--- config.mk ---
export PLATFORM = sky130hd
export DESIGN_NAME = cpu_sequencer
export DESIGN_NICKNAME = d
export VERILOG_FILES = /design/src/rtl/cpu_pkg.sv /design/src/rtl/cpu_decode.sv /design/src/rtl/cpu_sequencer.sv
export SDC_FILE = /design/constraint.sdc
export NUM_CORES = 1
export LEC_CHECK = 0
export BUFFER_PORTS_ARGS = -buffer_cell sky130_fd_sc_hd__buf_2
export CAP_MARGIN = 5
export CORE_UTILIZATION = 46
export CTS_BUF_LIST = sky130_fd_sc_hd__clkbuf_16
export DETAILED_ROUTE_END_ITERATION = 10
export GPL_TIMING_DRIVEN = 1
export PLACE_DENSITY = 0.8
export SLEW_MARGIN = 20
export SYNTH_ARGS = -nofsm -noshare
export SYNTH_HDL_FRONTEND = slang
export SYNTH_SLANG_ARGS = --single-unit
--- constraint.sdc ---
create_clock -name clk -period 3.1 [get_ports clk]
set_input_delay 0.31 -clock clk [delete_from_list [all_inputs] [get_ports clk]]
set_output_delay 0.31 -clock clk [all_outputs]
set_load 0.03 [all_outputs]
--- src/rtl/cpu_pkg.sv ---
// Shared definitions for the 8-bit CPU sequencer.
// Covers opcodes, ALU codes, the sequencer state encoding and the decoded-instruction record.
package cpu_pkg;

  localparam logic [2:0] OP_NOP = 3'b000;
  localparam logic [2:0] OP_LDA = 3'b001;
  localparam logic [2:0] OP_STA = 3'b010;
  localparam logic [2:0] OP_ADD = 3'b011;
  localparam logic [2:0] OP_SUB = 3'b100;
  localparam logic [2:0] OP_JMP = 3'b101;
  localparam logic [2:0] OP_JZ  = 3'b110;
  localparam logic [2:0] OP_HLT = 3'b111;

  localparam logic [1:0] ALU_PASS = 2'b00;
  localparam logic [1:0] ALU_ADD  = 2'b01;
  localparam logic [1:0] ALU_SUB  = 2'b10;

  typedef enum logic [2:0] {
    ST_BOOT   = 3'd0,
    ST_FETCH  = 3'd1,
    ST_DECODE = 3'd2,
    ST_OPND   = 3'd3,
    ST_EXEC   = 3'd4,
    ST_MEM    = 3'd5,
    ST_HALT   = 3'd6
  } state_e;

  // is_cond qualifies is_jump: the jump is taken only when zero_flag is set.
  typedef struct packed {
    logic       two_byte;
    logic       is_jump;
    logic       is_cond;
    logic       is_halt;
    logic       mem_write;
    logic       acc_write;
    logic       acc_src;
    logic [1:0] alu_op;
  } dec_t;

endpackage

--- src/rtl/cpu_decode.sv ---
// Combinational opcode decoder for the CPU sequencer.
module cpu_decode
  import cpu_pkg::*;
(
  input  logic [2:0] opcode,
  output dec_t       dec
);

  always_comb begin
    dec = '0;
    case (opcode)
      OP_NOP: ;
      OP_LDA: begin
        dec.two_byte  = 1'b1;
        dec.acc_write = 1'b1;
        dec.acc_src   = 1'b1;
      end
      OP_STA: begin
        dec.two_byte  = 1'b1;
        dec.mem_write = 1'b1;
      end
      OP_ADD: begin
        dec.two_byte  = 1'b1;
        dec.acc_write = 1'b1;
        dec.alu_op    = ALU_ADD;
      end
      OP_SUB: begin
        dec.two_byte  = 1'b1;
        dec.acc_write = 1'b1;
        dec.alu_op    = ALU_SUB;
      end
      OP_JMP: begin
        dec.two_byte = 1'b1;
        dec.is_jump  = 1'b1;
      end
      OP_JZ: begin
        dec.two_byte = 1'b1;
        dec.is_jump  = 1'b1;
        dec.is_cond  = 1'b1;
      end
      OP_HLT: dec.is_halt = 1'b1;
      default: ;
    endcase
  end

endmodule

--- src/rtl/cpu_sequencer.sv ---
// Fetch/decode/execute control FSM: drives the PC, the shared memory port and
// the accumulator/ALU strobes; st_dbg exposes the current state.
module cpu_sequencer
  import cpu_pkg::*;
#(
  parameter int                ADDR_W  = 8,
  parameter int                DATA_W  = 8,
  parameter logic [ADDR_W-1:0] RST_VEC = 8'h00
) (
  input  logic              clk,
  input  logic              rst,
  input  logic [ADDR_W-1:0] pc_value,
  output logic              pc_up,
  output logic              pc_jump,
  output logic [ADDR_W-1:0] pc_target,
  output logic              mem_req,
  output logic              mem_we,
  output logic [ADDR_W-1:0] mem_addr,
  input  logic [DATA_W-1:0] mem_rdata,
  input  logic              mem_ack,
  output logic [1:0]        alu_op,
  output logic              acc_we,
  output logic              acc_src,
  input  logic              zero_flag,
  output logic              halted,
  output state_e            st_dbg
);

  state_e            st_q, st_d;
  logic [2:0]        ir_q, ir_d;
  logic [ADDR_W-1:0] opnd_q, opnd_d;
  dec_t              dec;

  cpu_decode u_decode (
    .opcode (ir_q),
    .dec    (dec)
  );

  assign st_dbg = st_q;

  // Memory handshake: mem_req with mem_addr/mem_we is held steady from the
  // request until the cycle mem_ack=1; the access completes at that edge.
  always_comb begin
    st_d      = st_q;
    ir_d      = ir_q;
    opnd_d    = opnd_q;
    pc_up     = 1'b0;
    pc_jump   = 1'b0;
    pc_target = opnd_q;
    mem_req   = 1'b0;
    mem_we    = 1'b0;
    mem_addr  = pc_value;
    acc_we    = 1'b0;
    acc_src   = 1'b0;
    alu_op    = ALU_PASS;
    halted    = 1'b0;
    case (st_q)
      ST_BOOT: begin
        pc_jump   = 1'b1;
        pc_target = RST_VEC;
        st_d      = ST_FETCH;
      end
      ST_FETCH: begin
        mem_req = 1'b1;
        if (mem_ack) begin
          ir_d  = mem_rdata[DATA_W-1 -: 3];
          pc_up = 1'b1;
          st_d  = ST_DECODE;
        end
      end
      ST_DECODE: begin
        if (dec.is_halt)       st_d = ST_HALT;
        else if (dec.two_byte) st_d = ST_OPND;
        else                   st_d = ST_FETCH;
      end
      ST_OPND: begin
        mem_req = 1'b1;
        if (mem_ack) begin
          opnd_d = mem_rdata[ADDR_W-1:0];
          pc_up  = 1'b1;
          st_d   = ST_EXEC;
        end
      end
      ST_EXEC: begin
        if (dec.is_jump && (!dec.is_cond || zero_flag)) begin
          pc_jump   = 1'b1;
          pc_target = opnd_q;
        end
        st_d = dec.is_jump ? ST_FETCH : ST_MEM;
      end
      ST_MEM: begin
        mem_req  = 1'b1;
        mem_we   = dec.mem_write;
        mem_addr = opnd_q;
        if (mem_ack) begin
          acc_we  = dec.acc_write;
          acc_src = dec.acc_src;
          alu_op  = dec.alu_op;
          st_d    = ST_FETCH;
        end
      end
      ST_HALT: halted = 1'b1;
      default: st_d = ST_BOOT;
    endcase
    // Strobes are silenced while reset is held so an abandoned access never
    // completes or bumps the PC.
    if (!rst) begin
      pc_up   = 1'b0;
      pc_jump = 1'b0;
      mem_req = 1'b0;
      mem_we  = 1'b0;
      acc_we  = 1'b0;
      acc_src = 1'b0;
      alu_op  = ALU_PASS;
      halted  = 1'b0;
    end
  end

  always_ff @(posedge clk) begin
    if (!rst) begin
      st_q   <= ST_BOOT;
      ir_q   <= '0;
      opnd_q <= '0;
    end else begin
      st_q   <= st_d;
      ir_q   <= ir_d;
      opnd_q <= opnd_d;
    end
  end

endmodule

==> results list <==
* Number of core rows: 16
* IR drop worst, VDD: 476.6 µV
- Endpoint of the most critical register-to-register path: st_dbg[2]$_SDFFE_PN0P_
- Setup repair after global routing left no endpoint under its margin.
- For this design the static power due to leakage is 0.5677 nW.
- Routed wirelength normalized by instance count: 12.56 µm
- Number of maximum-capacitance violations: 0
- Yosys printed 0 warnings.
- Synthesis produced a netlist whose cell count is 118.
- Setup violations remaining at the end of the flow were counted as 0.
- 0 antenna diodes ended up in the layout.
- Antenna Nets Post-Route: 0
- Count of cells along the worst register-to-register path: 3
- Hold path startpoint: mem_rdata[1]
- The first global-routing pass estimated 3332 µm of wire.
- Crit path time final: 2036 ps
- Die outline height: 47.59 µm
* Number of antenna violations at the first check in global routing: 0
* Global route overflow: 0
* Setup slack, reg-to-reg: 1630 ps
* Synth Net Count: 138
- Post-CTS timing repair inserted 0 buffers for setup.
- The via count of the first global-routing pass came to 730.
- The netlist uses 34 different library cells.
- Buffer type at the clock tree root: clkbuf_16
- Area of the core: 0.001962 mm²
- Dividing total power by cell area gives a power density of 444.2 mW/mm².
- Final period util: 65.68%
- TritonCTS built the clock tree.
* Resized cells post-CTS: 0
- Count of H-tree levels built during CTS: 1
* Area contributors post-synth: dfxtp_1 (29%), mux2_2 (9.4%), nand2_1 (8.2%)
- In the routed design, unresolved DRC markers number 0.
- Placer Congestion: 0.7530
- After clock tree synthesis, the clock-pin slew on the worst setup and hold paths is 50 ps.
* Setup CP Type: flop to output pin
- For this block, the initial DRC count from the detailed router was 30.
* Mean number of vias per cell: 5.134
- The hold violation count in the final report is 0.
* Final count of pins violating max slew: 0
- Final total negative setup slack: 0 ps
* Maximum clock frequency: 491.1 MHz
- In the final design database the tool counted 180 nets.
- In this run the deepest clock path goes through 2 buffers.
- At the worst endpoint, the required time is 2790 ps.
* Synthesized flop and latch total: 14
- Hold path endpoint: opnd_q[1]$_SDFFE_PN0P_
- Hold timing on the final database bottoms out at a slack of 319.2 ps.
- Port buffer count: 47
- The HPWL after detailed placement is 1633 µm.
- Proportion of netlist area held by the largest area contributor: 29.32%
- STA classifies the critical path startpoint as a flop.
* Area enclosed by the die boundary: 0.002264 mm²
- The pre-antenna-repair detailed-routing pass consisted of 4 iterations.
- For the pin with the worst max-slew slack, the measured transition is 580.4 ps.
- Counting instances, the worst hold path has a depth of 3.
* Die width: 47.59 µm
* Synthesized area: 955.9 µm²
- Maximum number of pins on one net before global-route repair: 20
* Reg2reg start: st_dbg[2]$_SDFFE_PN0P_
- Counting the buffers created by CTS gives 3.
- Data arrival time of the critical path: 1730 ps
* Sequential-to-total area share from yosys stat: 29.32%
- For the worst-skew pair, the clock arrives at the later sink with an insertion delay of 240 ps.
- Max-slew headroom at the worst pin: 61.25%
- Effective utilization at floorplan: 48.72%
- On the final layout, the worst clock skew is 3.128 ps.
- Endpoint class of the critical path: output pin
- Maximum fanout encountered on the critical timing path: 13
* Area added between synthesis and finish: 30.50%
- 48 I/O pins were placed.
* Routed vias: 955
- After synthesis, the mean cell area works out to 8.101 µm².
- In the final layout, the share of cells above drive strength 1 is 40.25%.
* Global routing usage summed across all routing layers: 20.81%
- Cts-stage hold buffer count: 0
- For this design, the sink count on the clock tree is 14.
* Final total power: 0.5541 mW
* Result of the run: completed
- The critical path starts at st_dbg[0]$_SDFFE_PN0P_.
* Yosys top cell by area: dfxtp_1
- DRT Wirelength: 2337 µm
* Worst hold path type: primary input to flop
## worst max path at each step
stage | to | slack, ps | cells after the start
finish | mem_we | 1060 | 4
floorplan | mem_we | 830 | 4
detailed placement | mem_we | 1320 | 4
global placement | mem_we | 1400 | 4
CTS | mem_we | 1060 | 4
global route | mem_we | 960 | 4
## synthesized netlist by cell type
library cell / count
a21boi_0: 8
a21oi_1: 6
a41oi_1: 1
and3b_1: 1
and4b_1: 1
and4bb_2: 1
buf_2: 2
buf_4: 2
buf_6: 1
clkbuf_1: 4
clkbuf_2: 1
dfxtp_1: 14
inv_1: 3
mux2_2: 8
mux2i_1: 3
nand2_1: 21
nand2_4: 1
nand2b_1: 3
nand3_1: 2
nand3b_1: 1
nand4_1: 1
nand4b_2: 1
nor2_1: 4
nor2b_1: 12
nor2b_4: 1
nor3_1: 5
nor3_2: 1
nor4_1: 2
o21a_1: 2
o21ai_0: 1
o221a_2: 1
o311a_1: 1
or3b_1: 1
xnor2_1: 1
## power breakdown
| group | leakage, nW | switching (mW) | total (mW) | internal (mW) |
|---|---|---|---|---|
| clock | 0.0385 | 0.0721 | 0.242 | 0.170 |
| combinational | 0.415 | 0.0632 | 0.108 | 0.0445 |
| sequential | 0.114 | 0.0172 | 0.204 | 0.187 |
| total | 0.568 | 0.152 | 0.554 | 0.402 |
## final cells by class
class | instances | area [µm²]
Sequential cell | 14 | 280.3
Multi-Input combinational cell | 91 | 608.1
Clock buffer | 3 | 75.07
Fill cell | 188 | 714.4
Inverter | 3 | 11.26
Timing Repair Buffer | 47 | 235.2
Tap cell | 27 | 33.78
Clock inverter | 1 | 3.754
## registers in the layout, summed over array words and instances, names as in the netlist
register / flops
ir_q: 3
opnd_q: 8
st_dbg: 3
## stage by stage
| step | std cells | area, µm² | util (%) | worst slack, ps |
|---|---|---|---|---|
| 4_1_cts | 186 | 1247 | 63.58 | 1056 |
| 6_report | 186 | 1247 | 63.58 | 1064 |
| 3_3_place_gp | 182 | 1169 | 59.57 | 1404 |
| 2_1_floorplan | 118 | 955.9 | - | 828.6 |
| 5_1_grt | 186 | 1247 | 63.58 | 963.0 |
| 3_5_place_dp | 182 | 1169 | 59.57 | 1315 |
## cells in the final DEF, fill, tap and decap left out, types with 2 or more instances in the layout
cell,instances
a21boi_0,8
a21oi_1,6
buf_2,47
clkbuf_16,3
dfxtp_1,14
inv_1,3
mux2_2,8
mux2i_1,3
nand2_1,21
nand2b_1,3
nand3_1,2
nor2_1,4
nor2b_1,12
nor3_1,5
nor4_1,2
o21a_1,2
## metal layers
| metal | track usage, % | vias to the layer above | wire [µm] |
|---|---|---|---|
| li1 | - | 486 | - |
| met1 | 29.22 | 437 | 1019 |
| met2 | 33.42 | 32 | 1205 |
| met3 | 4.528 | 0 | 111 |
| met4 | 3.333 | 0 | 0 |
| met5 | 0 | - | 0 |
## cell families (layout without fill, tap and decap cells)
| family | Yosys count | after routing | share of synthesized area [%] |
|---|---|---|---|
| flops | 14 | 14 | 29.32 |
| simple gates | 59 | 59 | 35.47 |
| compound gates | 20 | 20 | 14.66 |
| buf+inv | 13 | 54 | 7.067 |
| xor+xnor | 1 | 1 | 0.9164 |
| mux | 11 | 11 | 12.57 |
## worst max-delay path, stage by stage, from the launching register on
cell and delay, ps:
dfxtp_1 550, nor2b_4 260, nand2_4 120, nor4_1 300, buf_2 250
(Power assumes the default switching activity.)
